File: src/rtl/bus_b_transfer_scheduler_pkg.sv
// bus_b_transfer_scheduler_pkg: shared bus-B source codes, destination bits, FSM states and command format
package bus_b_transfer_scheduler_pkg;
  localparam logic [3:0] SRC_RAM   = 4'd0;
  localparam logic [3:0] SRC_PC    = 4'd1;
  localparam logic [3:0] SRC_R1    = 4'd2;
  localparam logic [3:0] SRC_R2    = 4'd3;
  localparam logic [3:0] SRC_TR    = 4'd4;
  localparam logic [3:0] SRC_R     = 4'd5;
  localparam logic [3:0] SRC_AC    = 4'd6;
  localparam logic [3:0] SRC_INSTR = 4'd7;
  localparam logic [3:0] SRC_AR    = 4'd8;
  localparam int DST_AR = 0;
  localparam int DST_PC = 1;
  localparam int DST_R1 = 2;
  localparam int DST_R2 = 3;
  localparam int DST_TR = 4;
  localparam int DST_R  = 5;
  localparam int DST_AC = 6;
  localparam int DST_IR = 7;
  typedef enum logic [1:0] {IDLE, MEM_WAIT, DRIVE} state_t;
  typedef struct packed {
    logic [3:0] src;
    logic [7:0] dst;
  } cmd_t;
  function automatic logic src_is_reg(input logic [3:0] s);
    return (s >= SRC_PC && s <= SRC_AC) || s == SRC_AR;
  endfunction
endpackage

File: src/rtl/bus_b_transfer_scheduler_cmd_fifo.sv
// bus_b_cmd_fifo: synchronous command FIFO with wrap-bit pointers and next-state flags
module bus_b_cmd_fifo
  import bus_b_transfer_scheduler_pkg::*;
#(
  parameter int DEPTH = 4
) (
  input  logic clk,
  input  logic rst,
  input  logic push,
  input  logic pop,
  input  cmd_t wdata,
  output cmd_t rdata,
  output logic full,
  output logic empty,
  output logic full_next,
  output logic empty_next
);
  localparam int AW = $clog2(DEPTH);
  logic [AW:0] wp, rp, wp_n, rp_n;
  logic do_push, do_pop;
  cmd_t mem [DEPTH];
  assign full = (wp[AW] != rp[AW]) && (wp[AW-1:0] == rp[AW-1:0]);
  assign empty = wp == rp;
  assign do_push = push && !full;
  assign do_pop = pop && !empty;
  assign wp_n = wp + (AW+1)'(do_push);
  assign rp_n = rp + (AW+1)'(do_pop);
  assign full_next = (wp_n[AW] != rp_n[AW]) && (wp_n[AW-1:0] == rp_n[AW-1:0]);
  assign empty_next = wp_n == rp_n;
  assign rdata = mem[rp[AW-1:0]];
  always_ff @(posedge clk or posedge rst)
    if (rst) begin
      wp <= '0;
      rp <= '0;
    end else begin
      wp <= wp_n;
      rp <= rp_n;
    end
  always_ff @(posedge clk)
    if (do_push) mem[wp[AW-1:0]] <= wdata;
endmodule

File: src/rtl/bus_b_transfer_scheduler.sv
// bus_b_transfer_scheduler: sequences queued bus-B transfers, waiting out memory latency before pulsing write enables
module bus_b_transfer_scheduler
  import bus_b_transfer_scheduler_pkg::*;
#(
  parameter int FIFO_DEPTH   = 4,
  parameter int RAM_LATENCY  = 2,
  parameter int IMEM_LATENCY = 1
) (
  input  logic       CLOCK,
  input  logic       RESET,
  input  logic       CMD_VALID,
  output logic       CMD_READY,
  input  logic [3:0] CMD_SRC,
  input  logic [7:0] CMD_DST,
  output logic [3:0] SELECT,
  output logic [7:0] WRITE_EN,
  output logic       RAM_READ,
  output logic       INSTR_READ,
  output logic       BUSY,
  output logic       ERR
);
  localparam int MAXLAT = RAM_LATENCY > IMEM_LATENCY ? RAM_LATENCY : IMEM_LATENCY;
  localparam int CW = $clog2(MAXLAT + 1);
  state_t state, state_n;
  logic [CW-1:0] cnt, cnt_n;
  logic [7:0] dst_q, dst_n, we_n;
  logic [3:0] sel_n;
  logic rr_n, ir_n, err_n, busy_n, pop, push;
  logic full, empty, full_next, empty_next;
  cmd_t head;
  assign push = CMD_VALID && CMD_READY;
  bus_b_cmd_fifo #(.DEPTH(FIFO_DEPTH)) u_fifo (
    .clk(CLOCK),
    .rst(RESET),
    .push(push),
    .pop(pop),
    .wdata('{src: CMD_SRC, dst: CMD_DST}),
    .rdata(head),
    .full(full),
    .empty(empty),
    .full_next(full_next),
    .empty_next(empty_next)
  );
  always_comb begin
    state_n = state;
    cnt_n = cnt;
    dst_n = dst_q;
    sel_n = SELECT;
    we_n = '0;
    rr_n = 1'b0;
    ir_n = 1'b0;
    err_n = 1'b0;
    pop = 1'b0;
    case (state)
      MEM_WAIT:
        if (cnt == CW'(1)) begin
          state_n = DRIVE;
          we_n = dst_q;
        end else begin
          cnt_n = cnt - CW'(1);
          rr_n = RAM_READ;
          ir_n = INSTR_READ;
        end
      IDLE, DRIVE: begin
        state_n = IDLE;
        // DRIVE pops straight into the next command so register moves stream at one per cycle
        if (!empty) begin
          pop = 1'b1;
          dst_n = head.dst;
          if (head.src == SRC_RAM || head.src == SRC_INSTR) begin
            state_n = MEM_WAIT;
            sel_n = head.src;
            rr_n = head.src == SRC_RAM;
            ir_n = head.src == SRC_INSTR;
            cnt_n = head.src == SRC_RAM ? CW'(RAM_LATENCY) : CW'(IMEM_LATENCY);
          end else if (src_is_reg(head.src)) begin
            state_n = DRIVE;
            sel_n = head.src;
            we_n = head.dst;
          end else err_n = 1'b1;
        end
      end
      default: state_n = IDLE;
    endcase
    busy_n = state_n != IDLE || !empty_next;
  end
  always_ff @(posedge CLOCK or posedge RESET)
    if (RESET) begin
      state <= IDLE;
      cnt <= '0;
      dst_q <= '0;
      SELECT <= '0;
      WRITE_EN <= '0;
      RAM_READ <= 1'b0;
      INSTR_READ <= 1'b0;
      ERR <= 1'b0;
      BUSY <= 1'b0;
      CMD_READY <= 1'b0;
    end else begin
      state <= state_n;
      cnt <= cnt_n;
      dst_q <= dst_n;
      SELECT <= sel_n;
      WRITE_EN <= we_n;
      RAM_READ <= rr_n;
      INSTR_READ <= ir_n;
      ERR <= err_n;
      BUSY <= busy_n;
      CMD_READY <= !full_next;
    end
endmodule

File: config.mk
export PLATFORM = sky130hd
export DESIGN_NAME = bus_b_transfer_scheduler
export DESIGN_NICKNAME = d
export VERILOG_FILES = /design/src/rtl/bus_b_transfer_scheduler_pkg.sv /design/src/rtl/bus_b_transfer_scheduler_cmd_fifo.sv /design/src/rtl/bus_b_transfer_scheduler.sv
export SDC_FILE = /design/constraint.sdc
export NUM_CORES = 1
export LEC_CHECK = 0
export ABC_AREA = 1
export CORE_ASPECT_RATIO = 0.75
export CORE_MARGIN = 1.5
export CORE_UTILIZATION = 61
export CTS_CLUSTER_SIZE = 28
export DETAILED_ROUTE_END_ITERATION = 8
export PLACE_DENSITY = 0.84
export RECOVER_POWER = 25
export REMOVE_ABC_BUFFERS = 1
export SLEW_MARGIN = 40
export SYNTH_ARGS = -nofsm -noshare
export SYNTH_HDL_FRONTEND = slang
export SYNTH_SLANG_ARGS = --single-unit
File: constraint.sdc
create_clock -name CLOCK -period 5.1 [get_ports CLOCK]
set_input_delay 0.51 -clock CLOCK [delete_from_list [all_inputs] [get_ports CLOCK]]
set_output_delay 0.51 -clock CLOCK [all_outputs]
set_load 0.005 [all_outputs]
# Word-level counts from Yosys, hierarchy flattened

Memory sizes are Yosys's and may differ from the RTL's.
Index checks and enable logic that the tools add are counted.
Widths: inputs -> output; s select.

Register bits: 35
Logic and storage cells: 88
Output and inout port bits: 17
Memory bits (writable): 48
Memories kept: 1

Memory list:

| memory     | words | bits a word | read ports | clocked after Yosys merged registers in | wr ports | RTL line                                | text |
|---|---|---|---|---|---|---|---|
| u_fifo.mem | 4     | 12          | 1          | 0                                       | 1        | bus_b_transfer_scheduler_cmd_fifo.sv:21 | `cmd_t mem [DEPTH];` |

Equal/unequal tests: 15
Order comparisons: 2
Muxes and demuxes: 32
Reductions and logical operators: 22
Bitwise logic cells: 1
$add $sub $neg: 3

Operator list:

| kind               | number |
|---|---|
| $mux 8             | 4 |
| $mux 2             | 8 |
| $pmux 8 s2         | 1 |
| $mux 1             | 13 |
| $mux 4             | 2 |
| $ne 2x2->1 const B | 4 |
| $pmux 2 s2         | 2 |
| $add 3x1->3        | 2 |
| $eq 3x3->1         | 2 |
| $logic_and 1x1->1  | 6 |
| $reduce_bool 2->1  | 3 |
| $eq 2x1->1 const B | 2 |
| $eq 2x2->1         | 2 |
| $eq 4x3->1 const B | 1 |
| $eq 4x4->1 const B | 1 |
| $ge 4x1->1 const B | 1 |
| $le 4x3->1 const B | 1 |
| $logic_not 1->1    | 4 |
| $logic_not 4->1    | 1 |
| $pmux 1 s2         | 2 |
| $reduce_and 4->1   | 1 |
| $logic_or 1x1->1   | 3 |
| $reduce_and 3->1   | 1 |
| $eq 2x2->1 const B | 1 |
| other kinds (6)    | 7 |

# Logic depth before layout (Yosys ltp)

Gate-level depths: netlist of run 1.
An unclocked memory read counts as a cell.

Depth in word-level cells: 10
Gate-level depth with buffers: 15
Gate-level depth less buffers: 13

# Hierarchy

Synthesis of run 1 repeated with hierarchy kept, for this count alone.

Cell total of the unflattened synthesis: 294
Area, all modules: 3,465.8 µm²

Modules (own cells, without submodules):

| module                   | sequential area each (µm²) | area an instance (µm²) | times used | cells an instance |
|---|---|---|---|---|
| bus_b_cmd_fifo           | 1,591.5                    | 2,189.6                | 1          | 167 |
| bus_b_transfer_scheduler | 725.7                      | 1,276.2                | 1          | 127 |

# Worst setup path after synthesis of run 1

OpenSTA, ideal clock, no wires.

Path kind: reg2reg
Start: reg u_fifo.rp[0]
End: reg BUSY
Required time: 4.968 ns
Data arrival time: 2.113 ns
Cell stages (with the launch flop): 15
Library setup time: 0.132 ns
Slack: 2.855 ns
Period minus slack after synthesis: 2.245 ns
Cells stage by stage: dfrtp_1 -> buf_6 -> xnor2_1 -> nand3_1 -> nand2_1 -> inv_2 -> buf_6 -> buf_4 -> ha_1 -> ha_1 -> xor2_1 -> nor2_1 -> nand2_1 -> nor2_1 -> nand3_1

RTL lines:

| what                   | RTL line                                | text |
|---|---|---|
| start, declared        | bus_b_transfer_scheduler_cmd_fifo.sv:19 | `logic [AW:0] wp, rp, wp_n, rp_n;` |
| start signal, assigned | bus_b_transfer_scheduler_cmd_fifo.sv:37 | `rp <= rp_n;` |
| $eq 3x3->1             | bus_b_transfer_scheduler_cmd_fifo.sv:23 | `assign empty = wp == rp;` |
| $mux 1                 | bus_b_transfer_scheduler.sv:67          | `if (!empty) begin` |
| $mux 1                 | bus_b_transfer_scheduler.sv:54          | `case (state)` |
| net pop                | bus_b_transfer_scheduler.sv:28          | `logic rr_n, ir_n, err_n, busy_n, pop, push;` |
| $logic_and 1x1->1      | bus_b_transfer_scheduler_cmd_fifo.sv:25 | `assign do_pop = pop && !empty;` |
| $add 3x1->3            | bus_b_transfer_scheduler_cmd_fifo.sv:27 | `assign rp_n = rp + (AW+1)'(do_pop);` |
| net u_fifo.rp_n[1]     | bus_b_transfer_scheduler_cmd_fifo.sv:19 |  |
| $eq 3x3->1             | bus_b_transfer_scheduler_cmd_fifo.sv:29 | `assign empty_next = wp_n == rp_n;` |
| $logic_not 1->1        | bus_b_transfer_scheduler.sv:85          | `busy_n = state_n != IDLE \|\| !empty_next;` |
| $logic_or 1x1->1       | bus_b_transfer_scheduler.sv:85          |  |
| net busy_n             | bus_b_transfer_scheduler.sv:28          |  |
| end signal, assigned   | bus_b_transfer_scheduler.sv:108         | `BUSY <= busy_n;` |
| end, declared          | bus_b_transfer_scheduler.sv:19          | `output logic BUSY,` |

The timed path passes the listed nets, and every way through them passes these cells.
A chain may end at the register's enable or synchronous reset.

# Final worst setup path of run 1

Start: reg u_fifo.rp[1]
End: reg BUSY

RTL lines:

| what                 | RTL line |
|---|---|
| $eq 3x3->1           | bus_b_transfer_scheduler_cmd_fifo.sv:23 |
| $mux 1               | bus_b_transfer_scheduler.sv:67 |
| $mux 1               | bus_b_transfer_scheduler.sv:54 |
| $logic_and 1x1->1    | bus_b_transfer_scheduler_cmd_fifo.sv:25 |
| $add 3x1->3 (*)      | bus_b_transfer_scheduler_cmd_fifo.sv:27 |
| net u_fifo.rp_n[2]   | bus_b_transfer_scheduler_cmd_fifo.sv:19 |
| $eq 3x3->1 (*)       | bus_b_transfer_scheduler_cmd_fifo.sv:29 |
| $logic_not 1->1 (*)  | bus_b_transfer_scheduler.sv:85 |
| $logic_or 1x1->1 (*) | bus_b_transfer_scheduler.sv:85 |
| net busy_n           | bus_b_transfer_scheduler.sv:28 |

Mark *: on every way through the listed nets, which the timed path passes. The rest lies on a longest branch.

==> run metrics, run 1 <==
Root Driver clkbuf_8; Setup crit end kind flop; Placement Cell Area 0.003809 sq mm; cell mode on critical path nand2_1; Max stage delay cell, worst path dfrtp_1; Post-Route WL 6343 um; worst-path cell chain inv_2, nand2_1, nand2_1, nand3_1, nand2_1, inv_2, ha_1, ha_1, xor2_1, xnor2_1, nand2_1, nor2_1, nand3_1; Leakage Power 1.690 nW; Crit Path Category flop to flop; cells after synthesis 307; Max Cap Viol 0; placed cell count 409; n_diodes 0; crit start category flop; Crit path required time 5.32 ns; Slew Viols, Final 0; vias per std cell 5.242; status finished clean; core box area 0.005381 sq mm; Setup Fix Bufs, Post-CTS 0; Port Buffers 31; final setup TNS 0 ns; WL/cell 14.92 um; CP Depth 13; Post-Layout Cell Count 425; Die W 89.79 um; Synth top area share 0.4183; Worst Skew 0.007096 ns; row count 23; clk slew on worst S/H paths 0.08 ns; Sink Count 83; reg2reg end BUSY$_DFF_PP0_; Worst Setup SP u_fifo.rp[1]$_DFF_PP0_; Commonest cells post-synth 64 x nand2_1, 48 x edfxtp_1, 35 x dfrtp_1, 30 x inv_1, 27 x o21ai_0; post-synthesis sequential element count 83; Hold WC Path Type flop to flop; synth top area cells edfxtp_1 42%, dfrtp_1 25%, nand2_1 7.0%; Skew-Pair Late Insertion Delay 0.35 ns; cts-stage hold buffer count 0; r2r setup slk 2.28 ns; Worst VDD drop 0.2782 mV; sequential element share of the synthesized area 0.6725; highest routed layer met4; synth-to-layout area growth 15.47%; die area 0.006113 sq mm; Nets 365; maximum clock insertion buffer count 2; Crit path largest cell delay 0.72 ns; endpoints failing setup 0; arrival time worst endpoint 3.04 ns; detailed placement HPWL 4266 um; Pwr Total 2.570 mW; io pins 32; pre-CTS WS 2.328 ns; met2 routed WL 2988 um; Final Util 0.7394; initial antenna violation count 0; DR pass1 iterations 4; die height 68.09 um; WL met3 457 um; fmax 354.9 MHz; fin crit period 2.818 ns; grt ovf 0; pwr dens 646.0 mW/mm^2; RSZ-0062 raised after global routing false; gr usage total 0.2260; leading cell type by number of instances after synthesis nand2_1; vias in the first global route 2097; CTS tree done; cell family with most CP delay flip-flops; Yosys top cell by area edfxtp_1; WP buf/inv 2; period utilization 0.5526; R2R cell count 13; max_slew headroom 0.6080; initial core utilization 0.6403; setup ws final 2.282 ns; H-tree levels 3; FFs w/ async S/R, synth 0.4217; # resized after CTS 0; global-route wire length before repair 10140 um; Min Hold Slack 0.5040 ns; post-route design area 0.003979 sq mm; met1 WL 2819 um; ANT nets after route 0; Crit Path Max Fanout 21; Final Hold Fails 0; Placer Congestion 0.7869; DRC 0; actual slew at the worst max-slew pin 0.5880 ns; Synth cell types 26; Syn. warnings 0; critical register-to-register path startpoint u_fifo.rp[1]$_DFF_PP0_; Avg Cell Area, Syn 11.22 sq um; Num CTS Buffers 9; vias post-DR 2228; largest net degree at the start of global routing 36; initial detailed-routing violation count 157; EDFF count, synth 48; top_reg_cell synth edfxtp_1; Setup crit end BUSY$_DFF_PP0_; Cell Area, Synth 0.003446 sq mm; share of post-route cells with drive strength above 1 0.1114
cells by family (layout without fill, tap and decap cells):
group           Yosys count  after routing  synth area share
fa+ha+maj                 5              5           0.01816
flops                    83             83            0.6725
compound gates           50             50           0.07734
xor+xnor                  6              6           0.01525
buf+inv                  42             85           0.06028
simple gates            121            121            0.1565
power breakdown:
part / switching [mW] / internal [mW] / leakage [nW]
clock: 0.223 / 0.173 / 0.0765
sequential: 0.130 / 0.934 / 0.868
combinational: 0.700 / 0.409 / 0.746
total: 1.05 / 1.52 / 1.69
routing by layer:
| layer | up-vias | global-route usage |
|---|---|---|
| met5 | - | 0 |
| met4 | 0 | 0.07738 |
| met3 | 9 | 0.07222 |
| met2 | 82 | 0.3721 |
| met1 | 1035 | 0.2917 |
| li1 | 1102 | - |
registers in the layout, summed over array words and instances (netlist names):
register and count:
BUSY 1, CMD_READY 1, ERR 1, INSTR_READ 1, RAM_READ 1, SELECT 4
WRITE_EN 8, cnt 2, dst_q 8, state 2, u_fifo.mem 48, u_fifo.rp 3
u_fifo.wp 3
worst min-delay path by stage:
stage | depth (start not counted) | to | from | slack [ns]
floorplan | 2 | SELECT[0]$_DFFE_PP0P_ | SELECT[0]$_DFFE_PP0P_ | 0.48
CTS | 2 | SELECT[1]$_DFFE_PP0P_ | SELECT[1]$_DFFE_PP0P_ | 0.51
finish | 2 | SELECT[1]$_DFFE_PP0P_ | SELECT[1]$_DFFE_PP0P_ | 0.50
detailed placement | 2 | SELECT[1]$_DFFE_PP0P_ | SELECT[1]$_DFFE_PP0P_ | 0.49
global placement | 2 | SELECT[2]$_DFFE_PP0P_ | SELECT[2]$_DFFE_PP0P_ | 0.47
global route | 2 | RAM_READ$_DFFE_PP0P_ | RAM_READ$_DFFE_PP0P_ | 0.55
worst register-to-register path, stage by stage (launching register included):
cell	delay, ns
dfrtp_1	0.72
inv_2	0.26
nand2_1	0.12
nand2_1	0.08
nand3_1	0.09
nand2_1	0.08
inv_2	0.28
ha_1	0.22
ha_1	0.16
xor2_1	0.23
xnor2_1	0.18
nand2_1	0.09
nor2_1	0.11
nand3_1	0.08
cell usage in the layout, fill, tap and decap left out, types with 2 or more instances in the layout:
master           Yosys  layout
dlygate4sd3_1        0      12
inv_2                2       2
nand2_4              3       3
nand3_1             14      14
clkbuf_8             0       9
clkinv_1             0       2
clkinvlp_4           0       2
o21ai_1             13      13
o22ai_1              8       8
buf_4                1       5
xnor2_1              2       2
nor2_1              23      23
o21ai_0             27      27
nand3_2              2       2
clkinv_4             0       2
nor3_1               4       4
dfrtp_1             35      34
edfxtp_1            48      48
nand2_1             64      64
ha_1                 5       5
xor2_1               4       4
nand2_2              9       9
inv_1               30      30
clkdlybuf4s50_1      0      19
final cells by class:
type	count	area, sq um
tap	75	93.84
sequential	83	2318
inverter	33	128.9
clock buffer	9	123.9
clock inverter	7	45.04
multi-input combinational	182	920.9
fill	390	1403
timing repair buffer	36	347.8
Power figures use the tool's default switching activity.
==> run 2: changes to the inputs <==
CORE_UTILIZATION = 56   (was 61)
PLACE_DENSITY = 0.78   (was 0.84)
clock period = 2.74 ns   (was 5.1 ns; I/O delays follow)
==> run metrics, run 2 (synthesis gave the netlist of run 1 again) <==
status finished clean; endpoints failing setup 0 (unchanged); Hold WC Path Type input port to async pin; crit start category flop; die area 0.006638 sq mm (+8.6%); fin crit period 2.460 ns (-0.3584 ns); H-tree levels 3 (unchanged); share of post-route cells with drive strength above 1 0.1161 (+0.004719); actual slew at the worst max-slew pin 0.5836 ns (-0.004396 ns); Max Cap Viol 0 (unchanged); cell mode on critical path nand2_1; global-route wire length before repair 10370 um (+2.2%); clk slew on worst S/H paths 0.08 ns (about the same); Post-Route WL 6218 um (-2.0%); Max stage delay cell, worst path dfrtp_1; max FFs per register 48 (unchanged); gr usage total 0.2121 (-0.01390); final setup TNS 0 ns (unchanged); Crit Path Category flop to flop; vias post-DR 2202 (-1.2%); setup ws final 0.2804 ns (-2.002 ns); DR pass1 iterations 4 (unchanged); Root Driver clkbuf_8; Setup crit end kind flop; Pwr Total 4.992 mW (+94%); die height 70.94 um (+4.2%); pre-CTS WS 0.3233 ns (-2.004 ns); initial core utilization 0.5855 (-0.05486); Worst Skew 0.007016 ns (-0.00007955 ns); r2r setup slk 0.28 ns (-2.00 ns); RSZ-0062 raised after global routing false; grt ovf 0 (unchanged); placed cell count 415 (+1.5%); Post-Layout Cell Count 431 (+1.4%); CTS tree done; io pins 32 (unchanged); max_slew headroom 0.6109 (+0.002930); initial detailed-routing violation count 115 (-27%); worst-path cell chain nand2_1, nand2_1, nand4_1, nand3_1, inv_1, ha_1, ha_1, xor2_1, nor2_1, nand2_1, nor2_1, nand3_1; Port Buffers 31 (unchanged); initial antenna violation count 0 (unchanged); synth-to-layout area growth 17.57%; commonest non-fill, non-tap cell in the layout nand2_1; vias per std cell 5.109 (-2.5%); maximum clock insertion buffer count 2 (unchanged); Nets 368 (+0.82%); # resized after CTS 0 (unchanged); Worst VDD drop 0.4909 mV (+76%); Sink Count 83 (unchanged); Leakage Power 1.733 nW (+2.6%); WL/cell 14.43 um (-3.3%); period utilization 0.8977 (+0.3451); Setup Fix Bufs, Post-CTS 0 (unchanged); Placer Congestion 0.7928 (+0.75%); commonest non-fill, non-tap cells in the layout 64 x nand2_1, 48 x edfxtp_1, 35 x dfrtp_1, 30 x inv_1, 27 x o21ai_0; ANT nets after route 0 (unchanged); Final Hold Fails 0 (unchanged); Crit path required time 2.97 ns (-2.35 ns); DRC 0 (unchanged); Crit Path Max Fanout 17 (-19%); Skew-Pair Late Insertion Delay 0.35 ns (about the same); pwr dens 1232 mW/mm^2 (+91%); cts-stage hold buffer count 0 (unchanged); largest net degree at the start of global routing 36 (unchanged); detailed placement HPWL 4106 um (-3.7%); arrival time worst endpoint 2.69 ns (-0.35 ns); Die W 93.58 um (+4.2%); vias in the first global route 2199 (+4.9%); Crit path largest cell delay 0.72 ns (about the same); core box area 0.005886 sq mm (+9.4%); n_diodes 0 (unchanged); Num CTS Buffers 9 (unchanged); fmax 406.6 MHz (+15%); row count 24 (+4.3%); Slew Viols, Final 0 (unchanged)
-- run 2: cell count changes in the layout (fill, tap and decap cells not counted), sizes merged --
cell,change
buf,+3
clkinvlp,-2
bufinv,+2
-- run 2: report_power, final --
group / internal, mW / total [mW] / switching, mW
combinational: 0.797 / 2.13 / 1.33
sequential: 1.74 / 1.92 / 0.184
clock: 0.510 / 0.941 / 0.431
-- run 2: layout make-up --
cell class              count  area [sq um]
fillers                   422          1834
inverters                  33         128.9
clock buffers               9         123.9
flip-flops and latches     83          2317
clock inverters             7         92.59
repair buffers             39         370.4
multi-input cells         182         920.9
well taps                  78         97.59
-- run 2: through the flow --
stage                       util  hold slack, ns  area, sq um
after floorplan                -          0.3729         3367
final                     0.6884          0.3216         4051
after global routing      0.6884          0.3598         4051
after detailed placement  0.6516          0.4911         3835
after global placement    0.6516          0.4824         3835
after CTS                 0.6884          0.3153         4051
-- run 2: per-layer routing --
layer  GRT usage  part of all wire
met1      0.2929              0.45
met5           0                 0
met3     0.06344             0.077
met4     0.08955             0.016
met2      0.3172              0.45
-- run 2: worst paths after layout --
path                                              from               endpoint  cells past startpoint
worst max-delay path            u_fifo.rp[1]$_DFF_PP0_         BUSY$_DFF_PP0_                     12
worst min-delay path                             RESET   dst_q[2]$_DFFE_PP0P_                      3
worst max register to register  u_fifo.rp[1]$_DFF_PP0_         BUSY$_DFF_PP0_                     12
worst min register to register   SELECT[1]$_DFFE_PP0P_  SELECT[1]$_DFFE_PP0P_                      2
max in group asynchronous                        RESET   dst_q[3]$_DFFE_PP0P_                      3
min in group CLOCK               SELECT[1]$_DFFE_PP0P_  SELECT[1]$_DFFE_PP0P_                      2
-- run 2: worst max-delay path: cells and delay by family (launching register included) --
| family | cells | cell delay (ns) |
|---|---|---|
| xor+xnor | 1 | 0.17 |
| flops | 1 | 0.72 |
| fa+ha+maj | 2 | 0.49 |
| buf+inv | 1 | 0.07 |
| simple gates | 8 | 0.89 |
==> run 3: changes to the inputs <==
CORE_UTILIZATION = 35   (was 56)
PLACE_DENSITY = unset   (was 0.78)
SLEW_MARGIN = unset   (was 40)
==> run metrics, run 3 (synthesis gave the netlist of run 1 again) <==
Sw Share 0.3808 (-0.009244); Crit path required time 2.95 ns (-0.02 ns); detailed placement HPWL 4239 um (+3.2%); clk slew on worst S/H paths 0.06 ns (-0.02 ns); share of post-route cells with drive strength above 1 0.1190 (+0.002833); initial detailed-routing violation count 127 (+10%); Final Hold Fails 0 (unchanged); WL/cell 13.34 um (-7.5%); Max Cap Viol 0 (unchanged); maximum clock insertion buffer count 2 (unchanged); Switching Power 1.994 mW (+2.4%); Min Hold Slack 0.3408 ns (+0.01927 ns); Placement Cell Area 0.003902 sq mm (+1.8%); global-route wire length before repair 10760 um (+3.7%); commonest non-fill, non-tap cell in the layout nand2_1; Slew Viols, Final 0 (unchanged); pwr dens 1248 mW/mm^2 (+1.2%); worst-path cell chain inv_2, nand2_1, nand2_1, nand4_1, nand3_1, inv_1, ha_1, ha_1, xor2_1, nor2_1, nand2_1, nor2_1, nand3_1; synth-to-layout area growth 21.82%; endpoints failing setup 0 (unchanged); Seq pwr share 0.358 (-0.027); internal power 3.243 mW (+6.5%); RSZ-0062 raised after global routing false; initial antenna violation count 0 (unchanged); DRC 0 (unchanged); Final Util 0.4364 (-0.2520); vias in the first global route 2144 (-2.5%); vias per std cell 4.565 (-11%); grt ovf 0 (unchanged); arrival time worst endpoint 2.44 ns (-0.25 ns); Post-Route WL 6469 um (+4.0%); post-route design area 0.004198 sq mm (+3.6%); ANT nets after route 0 (unchanged); largest net degree at the start of global routing 36 (unchanged); io pins 32 (unchanged); Comb pwr share 0.416 (-0.010); pre-CTS WS 0.4905 ns (+0.1673 ns); Num CTS Buffers 9 (unchanged); fmax 447.3 MHz (+10%); # fillers 928 (+120%); row count 31 (+29%); Skew-Pair Late Insertion Delay 0.34 ns (about the same); Crit path largest cell delay 0.38 ns (-0.34 ns); initial core utilization 0.3582 (-0.2272); Hold WC Path Type input port to async pin; Max stage delay cell, worst path dfrtp_1; Crit Path Category flop to flop; Worst Skew 0.006710 ns (-0.0003064 ns); Worst VDD drop 0.4389 mV (-11%); fin crit period 2.236 ns (-0.2241 ns); Nets 368 (unchanged); crit start category flop; Leakage Power 1.763 nW (+1.7%); Placer Congestion 0.7274 (-8.2%); cell mode on critical path nand2_1; period utilization 0.8159 (-0.08177); Root Driver clkbuf_16; die area 0.01046 sq mm (+58%); gr usage total 0.1380 (-0.07409); commonest non-fill, non-tap cells in the layout 64 x nand2_1, 48 x edfxtp_1, 35 x dfrtp_1, 30 x inv_1, 27 x o21ai_0; Clk pwr share 0.226 (+0.037); Port Buffers 31 (unchanged); vias post-DR 2214 (+0.54%); max_slew headroom 0.7101 (+0.09920); Setup Fix Bufs, Post-CTS 0 (unchanged); H-tree levels 3 (unchanged); Crit Path Max Fanout 15 (-2); n_diodes 0 (unchanged); Setup crit end kind flop; DR pass1 iterations 6 (+2); CTS tree done; final setup TNS 0 ns (unchanged); status finished clean; Die W 117.6 um (+26%); core box area 0.009619 sq mm (+63%); max FFs per register 48 (unchanged); cts-stage hold buffer count 0 (unchanged); actual slew at the worst max-slew pin 0.4348 ns (-0.1488 ns); # resized after CTS 0 (unchanged); setup ws final 0.5044 ns (+0.2241 ns); Sink Count 83 (unchanged); die height 88.93 um (+25%)
run 3: final cells by class:
type                            count  area (sq um)  area share
Clock buffer                       10         229.0     0.05455
Clock inverter                      6         66.31     0.01580
Inverter                           33         128.9     0.03070
Multi-Input combinational cell    182         920.9      0.2194
Sequential cell                    83          2317      0.5520
Tap cell                          132         165.2     0.03934
Timing Repair Buffer               39         370.4     0.08823
run 3: power groups by stage:
| stage | combinational (mW) | clock [mW] | sequential (mW) |
|---|---|---|---|
| after floorplan | 1.41 | 0 | 1.95 |
| after global placement | 2.15 | 0 | 1.90 |
| after detailed placement | 2.19 | 0 | 1.90 |
| after CTS | 2.19 | 1.21 | 1.88 |
| after global routing | 2.49 | 1.26 | 1.92 |
| final | 2.18 | 1.18 | 1.88 |
run 3: worst max-delay path, delay by kind of cell, from the launching register on:
kind,cells,cell delay (ns)
adder cells (fa/ha/maj),2,0.48
AND/OR/NAND/NOR,8,0.80
flip-flops,1,0.38
XOR/XNOR,1,0.17
buffers and inverters,2,0.27
run 3: final timing paths:
kind	startpoint	end	slack, ns	cells past startpoint
setup / recovery	u_fifo.rp[1]$_DFF_PP0_	BUSY$_DFF_PP0_	0.50	13
hold / removal	RESET	WRITE_EN[3]$_DFF_PP0_	0.34	3
setup reg to reg	u_fifo.rp[1]$_DFF_PP0_	BUSY$_DFF_PP0_	0.50	13
hold reg to reg	SELECT[3]$_DFFE_PP0P_	SELECT[3]$_DFFE_PP0P_	0.49	2
max in group asynchronous	RESET	u_fifo.rp[1]$_DFF_PP0_	2.08	3
min in group CLOCK	SELECT[3]$_DFFE_PP0P_	SELECT[3]$_DFFE_PP0P_	0.49	2
run 3: per-layer routing:
metal | track usage | up-vias | wire length [um]
met5 | 0 | - | 0
met4 | 0.05322 | 0 | 91
met3 | 0.04145 | 9 | 284
met2 | 0.2144 | 52 | 2797
met1 | 0.1860 | 1045 | 3296
li1 | - | 1108 | -
run 3: per-stage QoR:
stage	instances	total power, mW
6_report	485	5.237
5_1_grt	485	5.666
4_1_cts	485	5.281
3_5_place_dp	469	4.090
3_3_place_gp	469	4.046
2_1_floorplan	298	3.358
